===== config.mk =====
export PLATFORM = sky130hd
export DESIGN_NAME = dmem_arb
export DESIGN_NICKNAME = d
export VERILOG_FILES = /design/src/rtl/dmem_arb.sv
export SDC_FILE = /design/constraint.sdc
export NUM_CORES = 1
export LEC_CHECK = 0
export ABC_AREA = 1
export BUFFER_PORTS_ARGS = -buffer_cell sky130_fd_sc_hd__buf_4
export CAP_MARGIN = 20
export CORE_ASPECT_RATIO = 0.9
export CORE_MARGIN = 2
export CORE_UTILIZATION = 35
export CTS_CLUSTER_DIAMETER = 50
export DETAILED_ROUTE_END_ITERATION = 6
export GPL_TIMING_DRIVEN = 0
export PLACE_DENSITY = 0.73
export SYNTH_ARGS = -nofsm -noshare
export SYNTH_HDL_FRONTEND = slang
export SYNTH_SLANG_ARGS = --single-unit
export TNS_END_PERCENT = 5

===== constraint.sdc =====
create_clock -name clk -period 2.9 [get_ports clk]
set_input_delay 0.58 -clock clk [delete_from_list [all_inputs] [get_ports clk]]
set_output_delay 0.58 -clock clk [all_outputs]
set_load 0.01 [all_outputs]

===== src/rtl/dmem_arb.sv =====
// ============================================================================
// Module   : dmem_arb
// Brief    : Two-port (core/host) data-memory arbiter: round-robin with host
//            burst lock, one-cycle read return and optional statistics
//            counters built when DMEM_ARB_STATS_EN is defined.
// Revision : 1.0 - initial release
// ============================================================================
`default_nettype none

module dmem_arb #(
  parameter int AW        = 8,
  parameter int DW        = 8,
  parameter int MAX_BURST = 16
) (
  input  logic          clk,
  input  logic          rst_n,
  input  logic          c_req,
  input  logic          c_we,
  input  logic [AW-1:0] c_addr,
  input  logic [DW-1:0] c_wdat,
  output logic          c_gnt,
  output logic          c_rvalid,
  output logic [DW-1:0] c_rdat,
  input  logic          h_req,
  input  logic          h_we,
  input  logic          h_lock,
  input  logic [AW-1:0] h_addr,
  input  logic [DW-1:0] h_wdat,
  output logic          h_gnt,
  output logic          h_rvalid,
  output logic [DW-1:0] h_rdat,
  output logic [AW-1:0] mem_addr,
  output logic [DW-1:0] mem_wdat,
  output logic          mem_wr_en,
  output logic          mem_ren,
  input  logic [DW-1:0] mem_rdat,
  output logic [15:0]   stat_c_gnt,
  output logic [15:0]   stat_h_gnt,
  output logic [15:0]   stat_c_stall
);

  localparam int            CW        = $clog2(MAX_BURST + 1);
  localparam logic [CW-1:0] BURST_MAX = CW'(MAX_BURST);

  typedef enum logic [0:0] {
    ST_IDLE = 1'b0,
    ST_LOCK = 1'b1
  } state_t;

  state_t        state, state_nxt;
  logic [CW-1:0] burst, burst_nxt;
  logic          rr_core, rr_core_nxt;  // 1: core wins a tie
  logic          tie_core;
  logic          gc, gh;
  logic          c_rd_pend, h_rd_pend;
  logic [DW-1:0] c_hold, h_hold;

  always_ff @(posedge clk or negedge rst_n) begin
    if (!rst_n) begin
      state   <= ST_IDLE;
      burst   <= '0;
      rr_core <= 1'b1;
    end else begin
      state   <= state_nxt;
      burst   <= burst_nxt;
      rr_core <= rr_core_nxt;
    end
  end

  always_comb begin
    gc          = 1'b0;
    gh          = 1'b0;
    tie_core    = rr_core;
    state_nxt   = state;
    burst_nxt   = burst;
    rr_core_nxt = rr_core;

    // Grants are gated by reset so outputs fall to zero immediately.
    if (rst_n) begin
      if (state == ST_LOCK && h_req && h_lock) begin
        if (c_req && burst == BURST_MAX) gc = 1'b1;
        else                             gh = 1'b1;
      end else begin
        // Leaving a burst falls back to round-robin with core favoured.
        if (state == ST_LOCK) tie_core = 1'b1;
        if (c_req && (!h_req || tie_core)) gc = 1'b1;
        else if (h_req)                    gh = 1'b1;
      end
    end

    if (gc)      rr_core_nxt = 1'b0;
    else if (gh) rr_core_nxt = 1'b1;

    if (gh && h_lock) begin
      state_nxt = ST_LOCK;
      if (state == ST_IDLE)        burst_nxt = CW'(1);
      else if (burst != BURST_MAX) burst_nxt = burst + CW'(1);
    end else begin
      state_nxt = ST_IDLE;
      burst_nxt = '0;
    end
  end

  assign c_gnt     = gc;
  assign h_gnt     = gh;
  assign mem_addr  = gc ? c_addr : (gh ? h_addr : '0);
  assign mem_wdat  = gc ? c_wdat : (gh ? h_wdat : '0);
  assign mem_wr_en = (gc & c_we) | (gh & h_we);
  assign mem_ren   = (gc & ~c_we) | (gh & ~h_we);

  // Per-port read-owner tags steer the returning data to its issuer.
  always_ff @(posedge clk or negedge rst_n) begin
    if (!rst_n) begin
      c_rd_pend <= 1'b0;
      h_rd_pend <= 1'b0;
      c_hold    <= '0;
      h_hold    <= '0;
    end else begin
      c_rd_pend <= gc & ~c_we;
      h_rd_pend <= gh & ~h_we;
      if (c_rd_pend) c_hold <= mem_rdat;
      if (h_rd_pend) h_hold <= mem_rdat;
    end
  end

  assign c_rvalid = c_rd_pend;
  assign h_rvalid = h_rd_pend;
  assign c_rdat   = c_rd_pend ? mem_rdat : c_hold;
  assign h_rdat   = h_rd_pend ? mem_rdat : h_hold;

`ifdef DMEM_ARB_STATS_EN
  always_ff @(posedge clk or negedge rst_n) begin
    if (!rst_n) begin
      stat_c_gnt   <= '0;
      stat_h_gnt   <= '0;
      stat_c_stall <= '0;
    end else begin
      if (gc && stat_c_gnt != 16'hFFFF)                stat_c_gnt   <= stat_c_gnt + 16'd1;
      if (gh && stat_h_gnt != 16'hFFFF)                stat_h_gnt   <= stat_h_gnt + 16'd1;
      if (c_req && !gc && stat_c_stall != 16'hFFFF)    stat_c_stall <= stat_c_stall + 16'd1;
    end
  end
`else
  assign stat_c_gnt   = '0;
  assign stat_h_gnt   = '0;
  assign stat_c_stall = '0;
`endif

endmodule

`default_nettype wire


# --- Word level (Yosys, flattened, before mapping) ---
# Cells that the tools add are included.
totals:
  regBits: 25
  latchBits: 0
  ramBits: 0
  romBits: 0
  input_bits: 47
  out_inout_bits: 86
  memories: 0
op_classes:
  add_sub_neg: 1
  n_mul: 0
  n_div: 0
  order_cmp: 0
  eq_ne: 3
  n_shift: 0
  muxes: 24
  n_bitwise: 8
  n_reduce_logical: 8
ops:
  columns: ["op", "count"]
  rows:
  - ["$mux 8", 6]
  - ["$mux 1", 15]
  - ["$mux 5", 3]
  - ["$add 5x1->5 const B", 1]
  - ["$eq 5x5->1 const B", 1]
  - ["$logic_and 1x1->1", 5]
  - ["$ne 5x5->1 const B", 1]
  - ["$and 1x1->1", 4]
  - ["$ne 3x2->1 const B", 1]
  - ["$not 1->1", 2]
  - ["$or 1x1->1", 2]
  - ["$reduce_bool 2->1", 1]
  - ["$logic_not 1->1", 1]
  - ["$logic_or 1x1->1", 1]

# --- Logic depth before layout (Yosys ltp) ---
# Gate-level depths: netlist (run 1).
logic_depth:
  word_depth: 11
  ltp_mapped: 11

# --- Worst setup path before layout (run 1) ---
# Ideal clock, no wire load.
synth_timing:
  path_type: "register to output"
  from: "register burst[0]"
  to: "output port mem_addr[6]"
  t_arrival_ns: 1.312
  required_time_ns: 2.320
  slack_ns: 1.008
  path_stages_with_launch: 12
  path_buffers: 1
  path_cell_list: "dfrtp_1 -> inv_1 -> ha_1 -> nand2_1 -> inv_1 -> nand3_1 -> nand2_1 -> nand2_2 -> nor2_4 -> buf_6 -> nand2_1 -> nand2_1"
synth_via:
  word_cells_on_any_way: 10
synth_rtl:
  columns: ["element", "line", "source"]
  rows:
  - ["start: declaration", "51", "logic [CW-1:0] burst, burst_nxt;"]
  - ["start signal: assignment", "65", "burst <= burst_nxt;"]
  - ["$eq 5x5->1", "81", "if (c_req && burst == BURST_MAX) gc = 1'b1;"]
  - ["$logic_and 1x1->1", "81", null]
  - ["$mux 1", "81", null]
  - ["$mux 1", "80", "if (state == ST_LOCK && h_req && h_lock) begin"]
  - ["$mux 1", "79", "if (rst_n) begin"]
  - ["via c_gnt", "21", "output logic c_gnt,"]
  - ["$mux 8", "106", "assign mem_addr = gc ? c_addr : (gh ? h_addr : '0);"]
  - ["end: declaration", "32", "output logic [AW-1:0] mem_addr,"]
# The timed path passes the listed nets, and every way through them passes these cells.

# --- Worst setup path after layout (run 1) ---
layout_timing:
  from: "register burst[0]"
  to: "output port mem_wr_en"
layout_via:
  elab_chain_cells: 7
  word_cells_on_any_way: 11
layout_rtl:
  columns: ["element", "line", "source"]
  rows:
  - ["$eq 5x5->1 *", "81", null]
  - ["$logic_and 1x1->1 *", "81", null]
  - ["$mux 1", "81", null]
  - ["$mux 1", "80", null]
  - ["$mux 1", "79", null]
  - ["$and 1x1->1", "108", "assign mem_wr_en = (gc & c_we) | (gh & h_we);"]
  - ["$or 1x1->1 *", "108", null]
  - ["end: declaration", "34", "output logic mem_wr_en,"]
# Every way passes the cells marked *; elsewhere a longest branch is shown, timed or not.

==> results of run 1 <==
## area by class of cell
class	count	share of cell area, %
buffer	56	15.70
multi-input combinational	158	30.03
sequential	25	23.62
inverter	14	1.980
clock buffer	3	1.556
clock inverter	1	0.2829
timing repair buffer	84	23.76
tap	65	3.065
## Yosys cell counts
cell	n	area share (%)
xor2_1	2	1.0
nor2_2	1	0.36
mux2_2	16	10
nor2_1	8	1.7
clkbuf_1	3	0.66
buf_4	49	21
dfrtp_1	24	35
conb_1	1	0.22
dfstp_2	1	1.5
nand2_2	2	0.73
inv_1	14	3.1
nand4_1	2	0.73
nor2_4	1	0.66
ha_1	2	1.5
buf_1	1	0.22
xnor2_1	1	0.51
nor3_1	1	0.29
nand2_1	52	11
nand3b_1	1	0.44
buf_6	3	2.0
nand3_1	21	6.1
## logic make-up (layout without fill, tap and decap cells)
family	after synthesis	after routing	share of synthesized area [%]
multiplexers	16	16	10.50
XOR/XNOR	3	3	1.531
AND/OR/NAND/NOR	89	89	22.45
buffers and inverters	70	158	27.33
other	1	48	0.2184
adder cells (fa/ha/maj)	2	2	1.457
flip-flops	25	25	36.52
## per-stage QoR
stage	instances	util [%]	hold WS [ns]	instance area, um2
final	406	55.58	0.2085	2654
after floorplan	253	-	0.2844	1893
after global routing	406	55.58	0.2189	2654
after detailed placement	402	54.56	0.4856	2605
after CTS	406	55.58	0.2124	2654
after global placement	402	54.56	0.4818	2605
## state kept, by name (all words and copies together), names as in the netlist
signal,cells
c_hold,8
rr_core,1
h_rvalid,1
h_hold,8
burst,5
state,1
c_rvalid,1
## layer usage
layer | vias to the layer above | wire length (um) | global-route usage (%)
li1 | 815 | - | -
met1 | 700 | 1543 | 17.11
met2 | 71 | 2023 | 26.34
met3 | 2 | 329 | 3.101
met4 | 0 | 19 | 2.579
met5 | - | 0 | 0
## final timing paths
| check | startpoint | end | slack (ns) |
|---|---|---|---|
| worst min register to register | c_hold[6] | c_hold[6] | 0.50 |
| worst max register to register | burst[0] | state | 1.44 |
| min in group clk | c_hold[6] | c_hold[6] | 0.50 |
| worst max-delay path | burst[0] | mem_wr_en | 0.53 |
| worst min-delay path | rst_n | c_hold[6] | 0.21 |
| max in group asynchronous | rst_n | rr_core | 2.39 |
## power by group through the flow
stage	clock network (W)	logic (W)	registers [W]
after floorplan	0	0.000237	0.000425
after global placement	0	0.000424	0.000426
after detailed placement	0	0.000429	0.000431
after CTS	0.000207	0.000430	0.000424
after global routing	0.000222	0.000466	0.000430
final	0.000198	0.000427	0.000423
==> impl_metrics.yaml, run 1 <==
run_status:
  status: "complete, no violations"
detailed_routing:
  drc: 0
  viasPerCell: 3.911
  dr.pass1.iters: 4
  antenna_left: 0
  vias: 1588
  drtIter0Drc: 47
  wl_per_cell_um: 9.643
  routed_wl_um: 3915
sta:
  setup_viol: 0
  rsz0062_at_grt: "false"
  layout_setup_ws_ns: 0.5299
  tns_ns: 0
  finalMaxSlewViolations: 0
  fin_skew_ns: 0.007618
  clock.fmax_mhz: 421.9
  finalHoldViolCount: 0
  period_share_pct: 81.73
  timing.final.crit_period_ns: 2.370
layout:
  register_area_um2: 626.9
  final_cell_mix: "133 x buf_4, 52 x nand2_1, 48 x conb_1"
  nets: 391
  syn_to_final_growth_pct: 54.59
  drive_above_1_share_pct: 47.21
  diodes: 0
  nFillCells: 453
  final_common_cell: "buf_4"
  multi_input_area_um2: 797.0
pwr:
  switching_share_pct: 29.31
  ir_drop_v: 0.0001955
  powerDensity_nw_per_um2: 395.0
  seqPwrFrac_pct: 40.3
  p_leak_nw: 1.580
  clockPowerShare_pct: 18.9
  p_comb_share_pct: 40.8
  finalPower_w: 0.001048
  power.switching_w: 0.0003073
  p_int_w: 0.0007411
global_route:
  grt_pass1_wl_um: 6589
  antenna_found_initial: 0
  grt_max_degree: 29
  grt_pass1_vias: 1611
  overflow: 0
  grtUsageTotal_pct: 14.31
yosys:
  synth-seq-cells: 25
  yosysWarningCount: 0
  netlist_instances: 206
  ys_seq_area_share_pct: 36.52
  syn_avg_cell_area_um2: 8.333
  netlist_area_um2: 1717
  yosysUniqueCellTypes: 21
place:
  gp_congestion: 0.7645
  numPortBuffers: 84
  pre_cts_ws_ns: 0.4793
  hpwl_um: 3289
clock_network:
  post_cts_buffers: 0
  root_buffer: "clkbuf_8"
  clkTransAtPathRegs_ns: 0.08
  clk_latency_ns: 0.26
  htreeDepth: 1
  numCtsBuffers: 3
  clkSinkCount: 25
  clock_path_buffers: 2
  cts_hold_buf: 0
  cts_resized: 0
  cts_tree: "yes"
die:
  die_h_um: 70.44
  start_util_pct: 35.95
  chipWidth_um: 77.82
  row_count: 24
  core_area_um2: 4775
  design.die.area_um2: 5482
  io_pins: 133
worst_setup_path:
  crit_chain: "inv_1 -> ha_1 -> nand2_1 -> inv_1 -> nand3_1 -> nand2_1 -> nand2_2 -> nor2_4 -> buf_6 -> nand2_1 -> nand2_1 -> buf_4"
  cp_common_cell: "nand2_1"
  crit_family: "simple AND/OR/NAND/NOR gates"
  worstSetupEndpointType: "primary output"
  cp_max_fo: 10
  critical_path_required_ns: 2.32
  path_buf_inv: 4
  cp_num_cells: 12
  cp_slowest_cell: "dfrtp_1"
  crit_path_start_kind: "register"
  slowest_delay_ns: 0.43
  path_class: "register to primary output"
  rr_worst_depth: 10
  worstPathArrival_ns: 1.79
run:
  max_cap_violations: 0
min_path:
  hold_path.class: "input port to async pin"
Note: power is estimated with default switching activity, not from simulation.
==> run 2, diff against run 1 <==
--- a/config.mk
+++ b/config.mk
@@ -5,7 +5,7 @@
 export SDC_FILE = /design/constraint.sdc
 export NUM_CORES = 1
 export LEC_CHECK = 0
-export ABC_AREA = 1
+export ABC_AREA = 0
 export BUFFER_PORTS_ARGS = -buffer_cell sky130_fd_sc_hd__buf_4
 export CAP_MARGIN = 20
 export CORE_ASPECT_RATIO = 0.9
@@ -14,7 +14,7 @@
 export CTS_CLUSTER_DIAMETER = 50
 export DETAILED_ROUTE_END_ITERATION = 6
 export GPL_TIMING_DRIVEN = 0
-export PLACE_DENSITY = 0.73
+export PLACE_DENSITY = 0.72
 export SYNTH_ARGS = -nofsm -noshare
 export SYNTH_HDL_FRONTEND = slang
 export SYNTH_SLANG_ARGS = --single-unit
==> constraint.sdc (replaced) <==
create_clock -name clk -period 2.4 [get_ports clk]
set_input_delay 0.48 -clock clk [delete_from_list [all_inputs] [get_ports clk]]
set_output_delay 0.48 -clock clk [all_outputs]
set_load 0.01 [all_outputs]
==> run 2 against run 1 <==
Die area is 6.6% higher. Sequential share of layout area fell by 1.5 points. Clock power increased by 21%. Routed wire length rose by 8.2%. Setup slack got worse by 0.48 ns. Total power is 25% higher. Critical path depth fell by 5. Count of clock-buffer cells in the layout is the same. Combinational power increased by 30%.
==> impl_metrics.yaml, run 2 <==
run_status:
  status: "complete, no violations"
sta:
  whs_ns: 0.1097
  layout_setup_ws_ns: 0.05088
  period_share_pct: 97.88
  finalMaxSlewViolations: 0
  fin_skew_ns: 0.001866
  timing.final.crit_period_ns: 2.349
  finalHoldViolCount: 0
  slew_headroom_pct: 65.55
  rsz0062_at_grt: "true"
  setup_viol: 0
  clock.fmax_mhz: 425.7
  tightest_slew_ns: 0.5167
die:
  row_count: 25
  die_h_um: 72.73
  design.die.area_um2: 5844
  chipWidth_um: 80.36
  start_util_pct: 35.59
  io_pins: 133
  core_area_um2: 5161
yosys:
  ys_seq_area_share_pct: 34.13
  synth_top_area_share_pct: 32.70
  synth_flop_cell: "dfrtp_1"
  syn_avg_cell_area_um2: 9.566
  netlist_area_um2: 1837
  yosysWarningCount: 0
  synth_edf_count: 0
  yosysMostFrequentCell: "buf_4"
  synth-seq-cells: 25
  netlist_instances: 192
  yosysTopAreaCell: "dfrtp_1"
  synthArstFlopShare_pct: 100.0
  synth.top_cells.by_count: "48 x buf_4, 39 x nand2_1, 24 x dfrtp_1, 17 x mux2_2, 17 x mux2i_1"
  yosys-top-cells-area: "dfrtp_1 33%, buf_4 20%, mux2_2 10%"
  yosysUniqueCellTypes: 32
clock_network:
  clkTransAtPathRegs_ns: 0.08
  root_buffer: "clkbuf_8"
  cts_tree: "yes"
  numCtsBuffers: 3
  clkSinkCount: 25
  clock_path_buffers: 2
  cts_hold_buf: 0
  htreeDepth: 1
  clk_latency_ns: 0.26
pwr:
  powerDensity_nw_per_um2: 461.6
  power.switching_w: 0.0003865
  p_int_w: 0.0009205
  seqPwrFrac_pct: 39.3
  ir_drop_v: 0.0002570
  p_leak_nw: 1.523
  switching_share_pct: 29.57
  p_comb_share_pct: 42.3
  clockPowerShare_pct: 18.4
  finalPower_w: 0.001307
place:
  dpl.cell_count: 390
  gp_congestion: 0.8007
  hpwl_um: 3436
  numPortBuffers: 84
  pre_cts_ws_ns: -0.1700
worst_setup_path:
  path_class: "register to primary output"
  worstPathArrival_ns: 1.87
  cp_max_fo: 7
  critical_path_required_ns: 1.92
  cp_slowest_cell: "dfrtp_1"
  crit_path_start_kind: "register"
  slowest_delay_ns: 0.40
  crit_chain: "inv_2 -> ha_4 -> nand4bb_4 -> a41oi_4 -> buf_6 -> mux2i_2 -> buf_4"
  worstSetupEndpointType: "primary output"
  rrSetupSlack_ns: 0.89
detailed_routing:
  routed_wl_um: 4236
  drtIter0Drc: 53
  antenna_left: 0
  vias: 1619
  wl_per_cell_um: 10.62
  drc: 0
  dr.pass1.iters: 4
  viasPerCell: 4.058
global_route:
  grt_max_degree: 30
  overflow: 0
  antenna_found_initial: 0
  grt_pass1_wl_um: 6575
  grt_pass1_vias: 1589
  grtUsageTotal_pct: 14.06
layout:
  drive_above_1_share_pct: 52.41
  utilization_pct: 54.86
  syn_to_final_growth_pct: 54.16
  register_area_um2: 626.9
  diodes: 0
  multi_input_area_um2: 980.9
  nets: 382
  nFillCells: 497
  largestRegisters: "c_hold (8), h_hold (8), burst (5)"
  final_cells: 399
  final_common_cell: "buf_4"
  final_cell_mix: "137 x buf_4, 48 x conb_1, 39 x nand2_1"
min_path:
  hold_path.class: "input port to async pin"
run:
  max_cap_violations: 0
## run 2: cell types whose count changed after synthesis, moves of 3 or more
cell and delta:
a21oi_1 +4, and2_1 +3, inv_1 -12, mux2i_1 +17
nand2_1 -13, nand3_1 -17, nor2_1 -3
## run 2: critical path: cells and delay by family (launching register included)
family                   cells  cell delay, ns
flip-flops                   1            0.40
adder cells (fa/ha/maj)      1            0.15
buffers and inverters        3            0.42
AO/OA/AOI/OAI                1            0.27
AND/OR/NAND/NOR              1            0.13
multiplexers                 1            0.22
## run 2: routing by layer
metal	vias up	share of wire, %	track usage [%]
met1	718	38	15.65
li1	819	-	-
met5	-	0	0
met4	0	0.85	4.331
met2	78	53	26.85
met3	4	7.9	2.723
## run 2: timing repair
item | CTS | global route
pin swaps | 1 | 0
setup buffers | 5 | 0
gates resized for setup | 7 | 2
endpoints found under the setup margin | 20 | 16
## run 2: kinds of logic after synthesis
family / after synthesis / share of synthesized area (%)
compound gates: 10 / 5.314
xor+xnor: 2 / 0.9539
fa+ha+maj: 2 / 1.362
buf+inv: 59 / 22.96
flops: 25 / 34.13
mux: 34 / 19.69
other cells: 1 / 0.2042
simple gates: 59 / 15.40
## run 2: metrics by stage
stage	cell area, um2	TNS, ns
floorplan	2013	0
global placement	2728	-0.7117
detailed placement	2728	-0.8194
CTS	2830	0
global route	2831	-0.3979
finish	2831	0
## run 2: power by group through the flow
stage	Sequential, W	Combinational [W]	Clock [W]
after floorplan	0.000518	0.000308	0
after global routing	0.000520	0.000603	0.000264
final	0.000514	0.000553	0.000240
after CTS	0.000515	0.000557	0.000250
after global placement	0.000519	0.000540	0
after detailed placement	0.000524	0.000544	0
## run 2: path summary, 6_finish.rpt
kind                                     to      start  cells after the start
worst max-delay path            mem_wdat[4]   burst[0]                      7
worst min-delay path              h_hold[6]      rst_n                      1
worst max register to register     c_rvalid   burst[0]                      7
worst min register to register    c_hold[5]  c_hold[5]                      1
max in group asynchronous           rr_core      rst_n                      1
min in group clk                   h_rvalid       h_we                      2
## run 2: cell type report
| cell class | count | area share (%) |
|---|---|---|
| Buffer | 56 | 14.63 |
| Clock buffer | 3 | 1.458 |
| Clock inverter | 1 | 0.1768 |
| Inverter | 3 | 0.3977 |
| Multi-Input combinational cell | 155 | 34.64 |
| Sequential cell | 25 | 22.14 |
| Tap cell | 67 | 2.961 |
| Timing Repair Buffer | 89 | 23.60 |
==> run 3, diff against run 2 <==
--- a/config.mk
+++ b/config.mk
@@ -14,6 +14,7 @@
 export CTS_CLUSTER_DIAMETER = 50
 export DETAILED_ROUTE_END_ITERATION = 6
 export GPL_TIMING_DRIVEN = 0
+export MAX_ROUTING_LAYER = met4
 export PLACE_DENSITY = 0.72
 export SYNTH_ARGS = -nofsm -noshare
 export SYNTH_HDL_FRONTEND = slang
==> run 3 against run 2 <==
Critical path type unchanged. Setup slack improved by 0.0010 ns. Largest power group unchanged. Count of clock-buffer cells in the layout did not move. First-iteration DRC count is 1.9% lower. Final cell count unchanged.
==> impl_metrics.yaml, run 3 (same netlist as run 2, synthesis figures left out) <==
worst_setup_path:
  crit_path_start_kind: "register"
  cp_slowest_cell: "dfrtp_1"
  slowest_delay_ns: 0.40
  worstSetupEndpointType: "primary output"
  crit_chain: "inv_2 -> ha_4 -> nand4bb_4 -> a41oi_4 -> buf_6 -> mux2i_2 -> buf_4"
  cp_max_fo: 7
  worstPathArrival_ns: 1.87
  critical_path_required_ns: 1.92
  path_class: "register to primary output"
die:
  die_h_um: 72.73
  start_util_pct: 35.59
  io_pins: 133
  chipWidth_um: 80.36
  row_count: 25
  design.die.area_um2: 5844
  core_area_um2: 5161
sta:
  finalHoldViolCount: 0
  layout_setup_ws_ns: 0.05188
  finalMaxSlewViolations: 0
  rsz0062_at_grt: "true"
  tns_ns: 0
  setup_viol: 0
  clock.fmax_mhz: 425.9
  timing.final.crit_period_ns: 2.348
  slew_headroom_pct: 65.56
  tightest_slew_ns: 0.5166
  fin_skew_ns: 0.001866
  period_share_pct: 97.84
place:
  numPortBuffers: 84
  hpwl_um: 3436
  pre_cts_ws_ns: -0.1700
  gp_congestion: 0.8122
run_status:
  status: "complete, no violations"
clock_network:
  htreeDepth: 1
  clk_latency_ns: 0.26
  numCtsBuffers: 3
  clock_path_buffers: 2
  root_buffer: "clkbuf_8"
  clkSinkCount: 25
  clkTransAtPathRegs_ns: 0.08
  cts_tree: "yes"
  cts_hold_buf: 0
min_path:
  hold_path.class: "input port to async pin"
detailed_routing:
  dr.pass1.iters: 4
  routed_wl_um: 4236
  drc: 0
  drtIter0Drc: 52
  vias: 1619
  viasPerCell: 4.058
  wl_per_cell_um: 10.62
  antenna_left: 0
global_route:
  grt_pass1_vias: 1590
  antenna_found_initial: 0
  overflow: 0
  grt_max_degree: 30
  grt_pass1_wl_um: 6575
  grtUsageTotal_pct: 14.47
pwr:
  powerDensity_nw_per_um2: 461.6
  seqPwrFrac_pct: 39.3
  clockPowerShare_pct: 18.4
  p_leak_nw: 1.523
  ir_drop_v: 0.0002570
  switching_share_pct: 29.57
  power.switching_w: 0.0003865
  p_int_w: 0.0009205
  p_comb_share_pct: 42.3
layout:
  final_cell_mix: "137 x buf_4, 48 x conb_1, 39 x nand2_1"
  nets: 382
  diodes: 0
  drive_above_1_share_pct: 52.41
  largestRegisters: "c_hold (8), h_hold (8), burst (5)"
  syn_to_final_growth_pct: 54.16
  final_common_cell: "buf_4"
run:
  max_cap_violations: 0
-- run 3: cell counts in the layout (fill, tap and decap cells not counted) --
No cell type changed its count.
-- run 3: stage by stage --
step	hold slack, ns	util, %	total power [W]	cells	cell area, um2
after floorplan	0.1844	-	0.0008260	239	2013
after CTS	0.1121	54.84	0.001322	399	2830
after global routing	0.1284	54.86	0.001387	399	2831
final	0.1098	54.86	0.001307	399	2831
after detailed placement	0.4058	52.85	0.001067	390	2728
after global placement	0.4121	52.85	0.001059	390	2728
-- run 3: worst max-delay path, delay by kind of cell, from the launching register on --
kind	cells	cell delay [ns]
buffers and inverters	3	0.42
adder cells (fa/ha/maj)	1	0.15
AO/OA/AOI/OAI	1	0.27
multiplexers	1	0.22
flip-flops	1	0.40
AND/OR/NAND/NOR	1	0.13
-- run 3: final timing paths --
kind,from,end,slack (ns),cells after the start
max,burst[0],mem_wdat[4],0.05,7
min,rst_n,h_hold[6],0.11,1
max in group asynchronous,rst_n,rr_core,2.00,1
max reg2reg,burst[0],c_rvalid,0.89,7
min in group clk,h_we,h_rvalid,0.38,2
min reg2reg,c_hold[5],c_hold[5],0.50,1
-- run 3: cell type report --
class                   instances  area (um2)
plain buffers                  56       414.1
inverters                       3       11.26
multi-input cells             155       980.9
well taps                      67       83.83
fillers                       497        2330
clock buffers                   3       41.29
repair buffers                 89       668.1
clock inverters                 1       5.005
flip-flops and latches         25       626.9
-- run 3: routing by layer --
layer	vias to the layer above	share of wire [%]	track usage [%]	wire [um]
met5	-	0	-	0
met4	0	0.85	4.331	36
met3	4	6.6	1.609	278
met2	78	53	26.85	2254
met1	718	39	16.36	1666
li1	819	-	-	-
-- run 3: repair_timing --
item | in CTS | in global routing
setup endpoints to repair | 20 | 16
pin swaps | 1 | 0
resized for setup | 7 | 2
buffers inserted | 5 | 0
-- run 3: power groups by stage --
stage | Sequential [W] | Combinational, W | Clock [W]
floorplan | 0.000518 | 0.000308 | 0
global placement | 0.000519 | 0.000540 | 0
detailed placement | 0.000524 | 0.000544 | 0
CTS | 0.000515 | 0.000557 | 0.000250
global route | 0.000520 | 0.000602 | 0.000264
finish | 0.000514 | 0.000553 | 0.000240
